`src/rtl/readout_ddr_writer.sv`:
```
// rtl/readout_ddr_writer.sv - drains 256-bit readout FIFO words into a ring of DDR3 frame slots
// through the MIG native write interface and reports each completed frame.
module readout_ddr_writer #(
   parameter int  ADDR_W          = 28,
   parameter int  BASE_ADDR       = 0,
   parameter int  ADDR_STEP       = 8,
   parameter int  WORDS_PER_FRAME = 656,
   parameter int  NUM_FRAMES      = 4,
   localparam int FI_W            = (NUM_FRAMES > 1) ? $clog2(NUM_FRAMES) : 1
) (
   input  logic              sys_clk,
   input  logic              delay_nrst,
   input  logic              enable,
   input  logic              data_avail,
   output logic              data_rd_en,
   input  logic [255:0]      data_out,
   output logic              app_en,
   output logic [2:0]        app_cmd,
   output logic [ADDR_W-1:0] app_addr,
   input  logic              app_rdy,
   output logic              app_wdf_wren,
   output logic              app_wdf_end,
   output logic [255:0]      app_wdf_data,
   output logic [31:0]       app_wdf_mask,
   input  logic              app_wdf_rdy,
   output logic              frame_done,
   output logic [FI_W-1:0]   frame_idx,
   output logic [15:0]       frames_written,
   output logic              busy
);

   localparam int                WC_W      = (WORDS_PER_FRAME > 1) ? $clog2(WORDS_PER_FRAME) : 1;
   localparam logic [ADDR_W-1:0] BASE      = ADDR_W'(BASE_ADDR);
   localparam logic [ADDR_W-1:0] STEP      = ADDR_W'(ADDR_STEP);
   localparam logic [WC_W-1:0]   LAST_WORD = WC_W'(WORDS_PER_FRAME - 1);
   localparam logic [FI_W-1:0]   LAST_SLOT = FI_W'(NUM_FRAMES - 1);

   typedef enum logic [2:0] {
      S_IDLE,
      S_RD,
      S_LATCH,
      S_WRITE,
      S_ADV
   } state_t;

   state_t            state_q;
   logic [ADDR_W-1:0] word_addr_q;
   logic [WC_W-1:0]   word_cnt_q;
   logic [FI_W-1:0]   cur_slot_q;
   logic [FI_W-1:0]   frame_idx_q;
   logic [15:0]       frames_written_q;
   logic [255:0]      wbuf_q;
   logic              cmd_done_q;
   logic              dat_done_q;
   logic              app_en_q;
   logic              wren_q;
   logic              frame_done_q;
   logic              cmd_done_d;
   logic              dat_done_d;

   // Acceptance seen this cycle counts immediately, so WRITE leaves on the accepting edge.
   always_comb begin
      cmd_done_d = cmd_done_q | (app_en_q & app_rdy);
      dat_done_d = dat_done_q | (wren_q & app_wdf_rdy);
   end

   always_ff @(posedge sys_clk or negedge delay_nrst) begin
      if (!delay_nrst) begin
         state_q          <= S_IDLE;
         word_addr_q      <= BASE;
         word_cnt_q       <= '0;
         cur_slot_q       <= '0;
         frame_idx_q      <= '0;
         frames_written_q <= '0;
         wbuf_q           <= '0;
         cmd_done_q       <= 1'b0;
         dat_done_q       <= 1'b0;
         app_en_q         <= 1'b0;
         wren_q           <= 1'b0;
         frame_done_q     <= 1'b0;
      end else begin
         frame_done_q <= 1'b0;
         case (state_q)
            S_IDLE: begin
               if (enable && data_avail) begin
                  state_q <= S_RD;
               end
            end
            S_RD: begin
               state_q <= S_LATCH;
            end
            S_LATCH: begin
               wbuf_q     <= data_out;
               cmd_done_q <= 1'b0;
               dat_done_q <= 1'b0;
               app_en_q   <= 1'b1;
               wren_q     <= 1'b1;
               state_q    <= S_WRITE;
            end
            S_WRITE: begin
               cmd_done_q <= cmd_done_d;
               dat_done_q <= dat_done_d;
               app_en_q   <= ~cmd_done_d;
               wren_q     <= ~dat_done_d;
               if (cmd_done_d && dat_done_d) begin
                  state_q <= S_ADV;
                  // Frame report lands on the same edge that raises frame_done.
                  if (word_cnt_q == LAST_WORD) begin
                     frame_done_q     <= 1'b1;
                     frame_idx_q      <= cur_slot_q;
                     frames_written_q <= frames_written_q + 16'd1;
                  end
               end
            end
            S_ADV: begin
               state_q <= S_IDLE;
               if (word_cnt_q == LAST_WORD) begin
                  word_cnt_q <= '0;
                  if (cur_slot_q == LAST_SLOT) begin
                     cur_slot_q  <= '0;
                     word_addr_q <= BASE;
                  end else begin
                     cur_slot_q  <= cur_slot_q + FI_W'(1);
                     word_addr_q <= word_addr_q + STEP;
                  end
               end else begin
                  word_cnt_q  <= word_cnt_q + WC_W'(1);
                  word_addr_q <= word_addr_q + STEP;
               end
            end
            default: begin
               state_q <= S_IDLE;
            end
         endcase
      end
   end

   // The read strobe is issued in the IDLE cycle itself so FIFO data is ready by LATCH.
   assign data_rd_en     = delay_nrst & (state_q == S_IDLE) & enable & data_avail;
   assign app_en         = app_en_q;
   assign app_cmd        = 3'b000;
   assign app_addr       = word_addr_q;
   assign app_wdf_wren   = wren_q;
   assign app_wdf_end    = wren_q;
   assign app_wdf_data   = wbuf_q;
   assign app_wdf_mask   = 32'h0;
   assign frame_done     = frame_done_q;
   assign frame_idx      = frame_idx_q;
   assign frames_written = frames_written_q;
   assign busy           = (state_q != S_IDLE);

endmodule

```
`config.mk`:
```
export PLATFORM = sky130hd
export DESIGN_NAME = readout_ddr_writer
export DESIGN_NICKNAME = d
export VERILOG_FILES = /design/src/rtl/readout_ddr_writer.sv
export SDC_FILE = /design/constraint.sdc
export NUM_CORES = 1
export LEC_CHECK = 0
export ABC_AREA = 1
export CAP_MARGIN = 10
export CORE_AREA = 5 5 231 233
export CTS_CLUSTER_DIAMETER = 50
export DETAILED_ROUTE_END_ITERATION = 6
export DIE_AREA = 0 0 236 238
export PLACE_DENSITY_LB_ADDON = 0.2
export SETUP_SLACK_MARGIN = 0.15
export SLEW_MARGIN = 20
export SYNTH_ARGS = -nofsm -noshare
export SYNTH_HDL_FRONTEND = slang
export SYNTH_SLANG_ARGS = --single-unit
```
`constraint.sdc`:
```
create_clock -name sys_clk -period 3.7 [get_ports sys_clk]
set_input_delay 0.37 -clock sys_clk [delete_from_list [all_inputs] [get_ports sys_clk]]
set_output_delay 0.37 -clock sys_clk [all_outputs]
set_load 0.1 [all_outputs]
```
======== Yosys cells after proc, flatten, opt, wreduce, memory -nomap -nowiden ========
Cells that the tools add are included.
word-level totals
  bits in registers ....................... 322
  input port bits ......................... 262
  output and inout port bits .............. 343
  logic and storage cells ................. 55
cells by class
  $add $sub $neg .......................... 4
  bitwise operators ....................... 9
  equal/unequal tests ..................... 8
  reduce and logical (&&, ||, !) cells .... 8
  mux-type cells .......................... 14
operators with widths
  kind                                                  number
  2-to-1 mux 28 bit                                     2
  adder 28 x 4 -> 28 bit (second input constant)        1
  adder 16 x 1 -> 16 bit (second input constant)        1
  one-hot mux 3 bit (4 select lines)                    1
  adder 10 x 1 -> 10 bit (second input constant)        1
  equality test 10 bit (second input constant)          1
  2-to-1 mux 10 bit                                     1
  one-hot mux 1 bit (2 select lines)                    4
  equality test 3 x 2 -> 1 bit (second input constant)  2
  2-to-1 mux 3 bit                                      2
  bitwise AND 1 bit                                     5
  inequality test 2 bit (second input constant)         2
  AND reduction 2 bit                                   2
  equality test 3 x 1 -> 1 bit (second input constant)  1
  equality test 3 bit (second input constant)           1
  zero test 3 bit                                       1
  2-to-1 mux 1 bit                                      3
  AND reduction 3 bit                                   1
  nonzero test 3 bit                                    1
  adder 2 x 1 -> 2 bit (second input constant)          1
  equality test 2 bit (second input constant)           1
  logical AND 1 bit                                     2
  2-to-1 mux 2 bit                                      1
  inverter 1 bit                                        2
  other kinds (2)                                       3

======== Longest topological paths before layout ========
Gate-level depths: netlist of run 1.
  word-level depth ........................ 5
  depth in mapped cells ................... 10

======== Worst setup path before layout of run 1 ========
Ideal clock, no wire load.
  path type ............................... register to output
  start ................................... reg state_q[0]
  end ..................................... out data_rd_en
  stages on the path, launching flop included .. 4
  slack ................................... -0.293 ns
  arrival ................................. 3.623 ns
  path through ............................ dfrtp_1 nor2_1 nand2_1 nor3b_1
on the way
  longest elaborated chain between the ends .. 4
RTL lines
  element                         RTL line  source
  start, declared                 46        state_t state_q;
  start signal, assigned          69        state_q <= S_IDLE;
  start signal, assigned          86        state_q <= S_RD;
  start signal, assigned          90        state_q <= S_LATCH;
  zero test 3 bit                 139       assign data_rd_en = delay_nrst & (state_q == S_IDLE) & enable & data_avail;
  bitwise AND 1 bit (3 in a row)  139
  end, declared                   15        output logic data_rd_en,
No other way between the ends.

======== Final worst setup path of run 1 ========
  start ................................... reg state_q[2]
  end ..................................... out busy
on the way
  longest elaborated chain between the ends .. 1
RTL lines
  element             RTL line  source
  nonzero test 3 bit  150       assign busy = (state_q != S_IDLE);
  end, declared       29        output logic busy
No other way between the ends.

==> results.txt, run 1 <==
* Outcome: completed
- Detailed Place HPWL: roughly 35 mm
* Shortest clock period the worst path allows after layout: between 2 and 3 ns
* Post-synthesis mux area share: 0%
- Post-synthesis instance total: approximately 1600
- Once the floorplan was initialized, standard cells occupied a little over a quarter of the core.
- Each instance of the synthesized netlist takes up on average between 8 and 9 um2.
- 605 I/O pins were placed.
* Global routing usage summed across all routing layers: approximately 16%
- Placeable Area: roughly 51000 um2
* Seq/Total Area, Yosys: around three fifths
- The tree is rooted in a sky130_fd_sc_hd__clkbuf_16.
- After detailed routing, the number of vias per cell comes to approximately 4.2.
- Number of buffers inserted by port buffering: approximately 570
- The H-tree generated during clock tree synthesis spans 2 levels.
- The first global-routing pass estimated roughly 70 mm of wire.
- At the later pin of the worst-skew pair, clock insertion delay measures ~0.55 ns.
- Sink Count: between 300 and 400
- The synthesized netlist devotes 1.79% of its cell area to compound gates.
* Final-report hold violation count: 0
- During synthesis, Yosys emitted a total of 0 warnings.
* Area share of xor/xnor cells in the synthesized design: 0.985%
- Distinct cell type count of the synthesized netlist: 37
* Residual antenna-violating net count after detailed routing: 0
* Busiest metal layer after global routing: met2
- For the final routed database, the setup TNS stands at 0 ns.
- Ratio of final minimum period to clock period: between 70% and 80%
- Transition at the pin with the smallest max-transition slack: around 1.1 ns
* Die area: ~56000 um2
- Maximum buffer depth of the clock tree: 3
- CTS tree: yes
* Total Wirelength: roughly 47 mm
* Worst-path maximum fanout: 4
* Met1 Usage GRT: between 10% and 20%
- For this run, the detailed router's first-pass iteration total came to 5.
- Number of vias after detailed routing: ~12000
* Unrepaired setup endpoints after global routing: no
- Number of max-slew violations in the final report: 0
- Placer congestion estimate: around 0.8
- Die X-Extent: around 240 um
* Global-route met3 utilization: 4.65%
- DRC violation count after routing: 0
- Upper clock frequency limit: between 0.3 and 0.4 GHz
- Data on the critical path is required at its endpoint by ~3.3 ns.
* Relative max-transition margin: between 20% and 30%
* Type of the worst setup path: reg2out
- Share of final-layout standard cells stronger than drive strength 1: 5.28%
* Register-to-Register Setup Slack: roughly 1.8 ns
- After clock tree synthesis, the clock-pin slew on the worst setup and hold paths is roughly 0.060 ns.
- Leading cell type in the layout, fill and taps excluded: sky130_fd_sc_hd__nand2_1
- Flip-flop and latch count after synthesis: 319
- Floorplan row count: between 80 and 90
- Once the clock tree was built, the resizer swapped 0 gates to a different size.
- STA puts the critical path data arrival time at 2.36 ns.
- Area grow syn2layout: 58.9%
- Nature of the critical path endpoint: output pin
* Number of buffers created by CTS: 47
* Cell area after synthesis: 13300 um2
- Max-capacitance violation count: 0
- Hold Path Class: in2async
- Most frequent cells in the layout: 895 x sky130_fd_sc_hd__nand2_1, 563 x sky130_fd_sc_hd__clkdlybuf4s50_1, 319 x sky130_fd_sc_hd__dfrtp_1, 63 x sky130_fd_sc_hd__nor2_1, 52 x sky130_fd_sc_hd__inv_1
- From bottom edge to top edge, the die measures roughly 240 um.
* Met2 routing resource usage after global routing: ~28%
- Dominant combinational cell family by area after synthesis: simple AND/OR/NAND/NOR gates
- Final worst clock skew: between 0.01 and 0.015 ns
- The number of antenna violations at the first check in global routing is 4.
- Dividing the detail-routed wire length by the instance count gives 16.6 um.
* Nets: roughly 2400
- Global routing finished with a remaining overflow of 0.
* Synthesized-area fraction occupied by and/or/nand/nor cells: a little under a third
- For this block, the initial DRC count from the detailed router was between 500 and 600.
* Pin count of the biggest net entering global routing: 147
* Nature of the critical path startpoint: register
* Final setup fails: 0
- Synthesized-area fraction occupied by adder cells: 0.375%
* Via count of the first global-routing pass: between 10000 and 15000
[cell type report]
cell class,count,area [um2]
Antenna cell,3,7.51
Clock buffer,64,1380
Clock inverter,19,244
Fill cell,5145,29800
Inverter,59,231
Multi-Input combinational cell,1143,4680
Sequential cell,319,7980
Tap cell,680,851
Timing Repair Buffer,575,5810
[state kept, by name (all words and copies together), names as in the netlist]
signal and cells:
cur_slot_q 2, app_addr 25, state_q 3, frame_idx 2, app_en 1, frame_done 1
app_wdf_end 1, dat_done_q 1, frames_written 16, cmd_done_q 1, word_cnt_q 10, app_wdf_data 256
[worst max-delay path, stage by stage (launching register included)]
cell	delay, ns
sky130_fd_sc_hd__dfrtp_1	0.45
sky130_fd_sc_hd__nor2_1	0.10
sky130_fd_sc_hd__nand2_1	0.11
sky130_fd_sc_hd__clkdlybuf4s50_1	1.15
[metal layers]
layer  up-vias  wire (um)
met5         -         13
met2       365      24200
met4         2       1130
met3        70       3140
li1       5901          -
met1      5654      19000
[synth_stat cells]
| master | instances | area, um2 |
|---|---|---|
| sky130_fd_sc_hd__a21oi_1 | 14 | 70.1 |
| sky130_fd_sc_hd__a31o_2 | 1 | 8.76 |
| sky130_fd_sc_hd__a31oi_1 | 1 | 6.26 |
| sky130_fd_sc_hd__a32oi_1 | 1 | 8.76 |
| sky130_fd_sc_hd__and3_1 | 1 | 6.26 |
| sky130_fd_sc_hd__buf_1 | 2 | 7.51 |
| sky130_fd_sc_hd__buf_2 | 53 | 265 |
| sky130_fd_sc_hd__buf_4 | 40 | 300 |
| sky130_fd_sc_hd__buf_6 | 1 | 11.3 |
| sky130_fd_sc_hd__clkbuf_1 | 3 | 11.3 |
| sky130_fd_sc_hd__conb_1 | 1 | 3.75 |
| sky130_fd_sc_hd__dfrtp_1 | 319 | 7980 |
| sky130_fd_sc_hd__ha_1 | 4 | 50.1 |
| sky130_fd_sc_hd__inv_1 | 52 | 195 |
| sky130_fd_sc_hd__inv_2 | 6 | 22.5 |
| sky130_fd_sc_hd__inv_4 | 1 | 6.26 |
| sky130_fd_sc_hd__nand2_1 | 895 | 3360 |
| sky130_fd_sc_hd__nand2_2 | 2 | 12.5 |
| sky130_fd_sc_hd__nand2_4 | 1 | 11.3 |
| sky130_fd_sc_hd__nand3_1 | 32 | 160 |
| sky130_fd_sc_hd__nand3_2 | 2 | 20.0 |
| sky130_fd_sc_hd__nand3_4 | 1 | 17.5 |
| sky130_fd_sc_hd__nand3b_1 | 1 | 7.51 |
| sky130_fd_sc_hd__nand4_1 | 14 | 87.6 |
| sky130_fd_sc_hd__nor2_1 | 63 | 236 |
| sky130_fd_sc_hd__nor2_2 | 6 | 37.5 |
| sky130_fd_sc_hd__nor2_4 | 4 | 45.0 |
| sky130_fd_sc_hd__nor3_1 | 14 | 70.1 |
| sky130_fd_sc_hd__nor3_2 | 1 | 10.0 |
| sky130_fd_sc_hd__nor3b_1 | 3 | 22.5 |
| sky130_fd_sc_hd__nor4_1 | 1 | 6.26 |
| sky130_fd_sc_hd__o21a_1 | 1 | 7.51 |
| sky130_fd_sc_hd__o21ai_0 | 22 | 110 |
| sky130_fd_sc_hd__o21ai_1 | 4 | 20.0 |
| sky130_fd_sc_hd__o21bai_1 | 1 | 7.51 |
| sky130_fd_sc_hd__xnor2_1 | 5 | 43.8 |
| sky130_fd_sc_hd__xor2_1 | 10 | 87.6 |
[path summary, 6_finish.rpt]
check / cells past startpoint / start / to
min in group sys_clk: 3 / data_out[51] / app_wdf_data[51]
worst max register to register: 7 / state_q[2] / app_wdf_data[138]
worst min register to register: 2 / app_wdf_data[105] / app_wdf_data[105]
max in group asynchronous: 3 / delay_nrst / app_wdf_data[207]
worst min-delay path: 2 / delay_nrst / app_wdf_data[18]
worst max-delay path: 3 / state_q[2] / busy
[stage by stage]
stage	setup WS, ns	instances	utilization [%]	hold slack, ns	area (um2)
5_1_grt	0.844	2862	41.6	0.261	21200
6_report	0.967	2862	41.6	0.273	21200
4_1_cts	0.900	2859	41.5	0.246	21200
3_5_place_dp	1.54	2775	38.3	0.272	19500
2_1_floorplan	0.719	1620	-	0.0744	13500
3_3_place_gp	1.52	2775	38.3	0.271	19500
[cells by family (layout without fill, tap and decap cells)]
family                   after synthesis  count (layout)
AO/OA/AOI/OAI                         45              45
adder cells (fa/ha/maj)                4               4
AND/OR/NAND/NOR                     1041            1041
other                                  1              41
XOR/XNOR                              15              15
buffers and inverters                158             717
flip-flops                           319             319
[timing repair]
action	in CTS	in global routing
buffers inserted	0	0
hold buffers	1	0
endpoints found under the hold margin	30	0
Power of run 1 is not shown: default switching activity piles up to over one toggle a cycle in this logic, so the estimate is an artifact.
==> inputs of run 2 (changes only) <==
--- a/config.mk
+++ b/config.mk
@@ -7,10 +7,10 @@
 export LEC_CHECK = 0
 export ABC_AREA = 1
 export CAP_MARGIN = 10
-export CORE_AREA = 5 5 231 233
+export CORE_AREA = 5 5 232 234
 export CTS_CLUSTER_DIAMETER = 50
 export DETAILED_ROUTE_END_ITERATION = 6
-export DIE_AREA = 0 0 236 238
+export DIE_AREA = 0 0 237 239
 export PLACE_DENSITY_LB_ADDON = 0.2
 export SETUP_SLACK_MARGIN = 0.15
 export SLEW_MARGIN = 20
==> constraint.sdc (replaced) <==
create_clock -name sys_clk -period 2.57 [get_ports sys_clk]
set_input_delay 0.257 -clock sys_clk [delete_from_list [all_inputs] [get_ports sys_clk]]
set_output_delay 0.257 -clock sys_clk [all_outputs]
set_load 0.1 [all_outputs]
==> results.txt, run 2 (synthesis results as in run 1) <==
- Nature of the critical path startpoint: register (unchanged)
- Multi-input logic area: 4690 um2 (was 4680 um2)
- Most frequent cells in the layout: 894 x sky130_fd_sc_hd__nand2_1, 319 x sky130_fd_sc_hd__dfrtp_1, 310 x sky130_fd_sc_hd__buf_4, 260 x sky130_fd_sc_hd__clkdlybuf4s50_1, 63 x sky130_fd_sc_hd__nor2_1 (was 895 x sky130_fd_sc_hd__nand2_1, 563 x sky130_fd_sc_hd__clkdlybuf4s50_1, 319 x sky130_fd_sc_hd__dfrtp_1, 63 x sky130_fd_sc_hd__nor2_1, 52 x sky130_fd_sc_hd__inv_1).
- The number of hold violations in the final report was 0 (unchanged).
* Arr. time, crit path: 1.77 ns (was 2.36 ns)
- The post-route antenna net violation count was 0 (unchanged).
- The reported max-cap violation count was 0 (unchanged).
- Leading cell type in the layout, fill and taps excluded: sky130_fd_sc_hd__nand2_1 (unchanged)
* Total Wirelength: 46.5 mm (was 47.5 mm)
- Ratio of final minimum period to clock period: 78.7%
* Shortest clock period the worst path allows after layout: 2.02 ns
* Unrepaired setup endpoints after global routing: no (unchanged)
* Placeable Area: 51800 um2 (was 51000 um2)
- The clock edge transition at the registers on the reported setup and hold paths was 0.06 ns (about the same).
* Iteration-0 DRC count of the detailed router: 634 (was 565)
- The number of buffer and inverter stages on the critical path came to 1 (unchanged).
* Placer congestion estimate: 0.835 (was 0.822)
* Starting density of the core: 25.7% (was 26.2%)
- The cell type of the slowest stage on the worst timing path is sky130_fd_sc_hd__dfrtp_1 (was sky130_fd_sc_hd__clkdlybuf4s50_1).
- Number of flip-flops in the largest register: 256 (unchanged)
- Cts hold-fix bufs: 1 (unchanged)
- CTS tree: yes (unchanged)
- The sequential cell area came to 7980 um2 (unchanged).
* Mean routed wirelength per cell: 16.2 um (was 16.6 um)
* Required time of the critical path: 2.31 ns (was 3.33 ns)
* Root cell of the clock tree: sky130_fd_sc_hd__clkbuf_16 (unchanged)
- Nature of the critical path endpoint: output pin (unchanged)
* Crit-path max cell delay: 0.43 ns (was 1.15 ns)
- Final worst clock skew: 0.0189 ns (was 0.0125 ns)
* Sink Count: 319 (unchanged)
- Antenna diodes: 0 (was 3)
* Die area: 56600 um2 (was 56200 um2)
- The highest fanout seen on the critical path is 4 (unchanged).
- Quantity of gates resized following cts: 0 (unchanged)
* Average vias per placed instance: 4.18 (was 4.19)
* Via count of the first global-routing pass: 11760 (was 11875)
- The clock buffer count from CTS came to 47 (unchanged).
* Global routing usage summed across all routing layers: 15.4% (was 16.0%)
- Number of vias after detailed routing: 12021 (was 11992)
- Area grow syn2layout: 53.6% (was 58.9%)
* Number of antenna violations at the first check in global routing: 2 (was 4)
- The accumulated negative setup slack came to 0 ns (unchanged).
* Number of buffers inserted by post-CTS setup repair: 0 (unchanged)
- The horizontal extent of the die came to 237 um (was 236 um).
- The number of input and output port buffers inserted was 566 (unchanged).
- Global-route congestion overflow total: 0 (unchanged)
- The total of fill cells in the finished design is 5265 (was 5145).
- Chip height: 239 um (was 238 um)
- The final count of pins violating max slew came to 0 (unchanged).
- The number of rows created at floorplan is 84 (was 83).
- Top delay family on crit path: simple AND/OR/NAND/NOR gates (was buffers and inverters)
- I/O pin total: 605 (unchanged)
- The wire length of the first global-routing pass is 69.9 mm (was 71.7 mm).
- The detailed-routing iteration count for the pre-antenna-repair pass was 5 (unchanged).
- Final setup fails: 0 (unchanged)
- Htree depth: 2 (unchanged)
- The buffer levels on the longest clock path is 3 (unchanged).
- The share of final-layout standard cells stronger than drive strength 1 came to 19.3% (was 5.28%).
- Detailed Place HPWL: 34.1 mm (was 34.5 mm)
* Hold Path Class: in2async (unchanged)
- Type of the worst setup path: reg2out (unchanged)
- DRC violation count after routing: 0 (unchanged)
* Nets: 2416 (was 2411)
- Upper clock frequency limit: about 0.5 GHz
- The headroom to the max-slew limit was 43.1% (was 27.2%).
* Transition at the pin with the smallest max-transition slack: 0.853 ns (was 1.09 ns)
* Outcome: completed (unchanged)
* Pin count of the biggest net entering global routing: 132 (was 147)
* Cell chain of the critical path: nor2_1, nand2_2, nor3b_4, buf_12 (was nor2_1, nand2_1, clkdlybuf4s50_1)
- The clock insertion delay at the later pin of the skew report was 0.56 ns (was 0.55 ns).
## run 2: metal layers
metal	GRT usage [%]	part of all wire, %
met1	19.5	41
met2	25.3	48
met5	0	0.045
met3	5.16	8.1
met4	4.60	2.7
## run 2: final cells by class
class	count	share of cell area, %
well taps	688	4.20
multi-input cells	1143	22.9
clock buffers	61	6.40
inverters	59	1.13
clock inverters	23	1.45
repair buffers	580	25.0
flip-flops and latches	319	39.0
## run 2: worst paths after layout
| kind | startpoint | endpoint | slack [ns] | cells after the start |
|---|---|---|---|---|
| max | state_q[0] | data_rd_en | 0.55 | 4 |
| min | delay_nrst | app_addr[8] | 0.15 | 2 |
| max reg2reg | state_q[0] | app_wdf_data[25] | 0.59 | 7 |
| min reg2reg | app_wdf_data[100] | app_wdf_data[100] | 0.47 | 2 |
| max in group asynchronous | delay_nrst | app_wdf_data[38] | 1.32 | 3 |
| min in group sys_clk | data_out[239] | app_wdf_data[239] | 0.23 | 3 |
## run 2: stage by stage
stage	cells	area, um2	utilization (%)	hold WS, ns	worst slack, ns
6_report	2873	20500	39.5	0.146	0.546
3_3_place_gp	2788	18900	36.4	0.138	0.695
4_1_cts	2873	20500	39.5	0.108	0.494
3_5_place_dp	2788	18900	36.4	0.139	0.673
5_1_grt	2873	20500	39.5	0.137	0.462
2_1_floorplan	1620	13500	-	-0.0386	0.377
Power of run 2 is left out for the same reason.
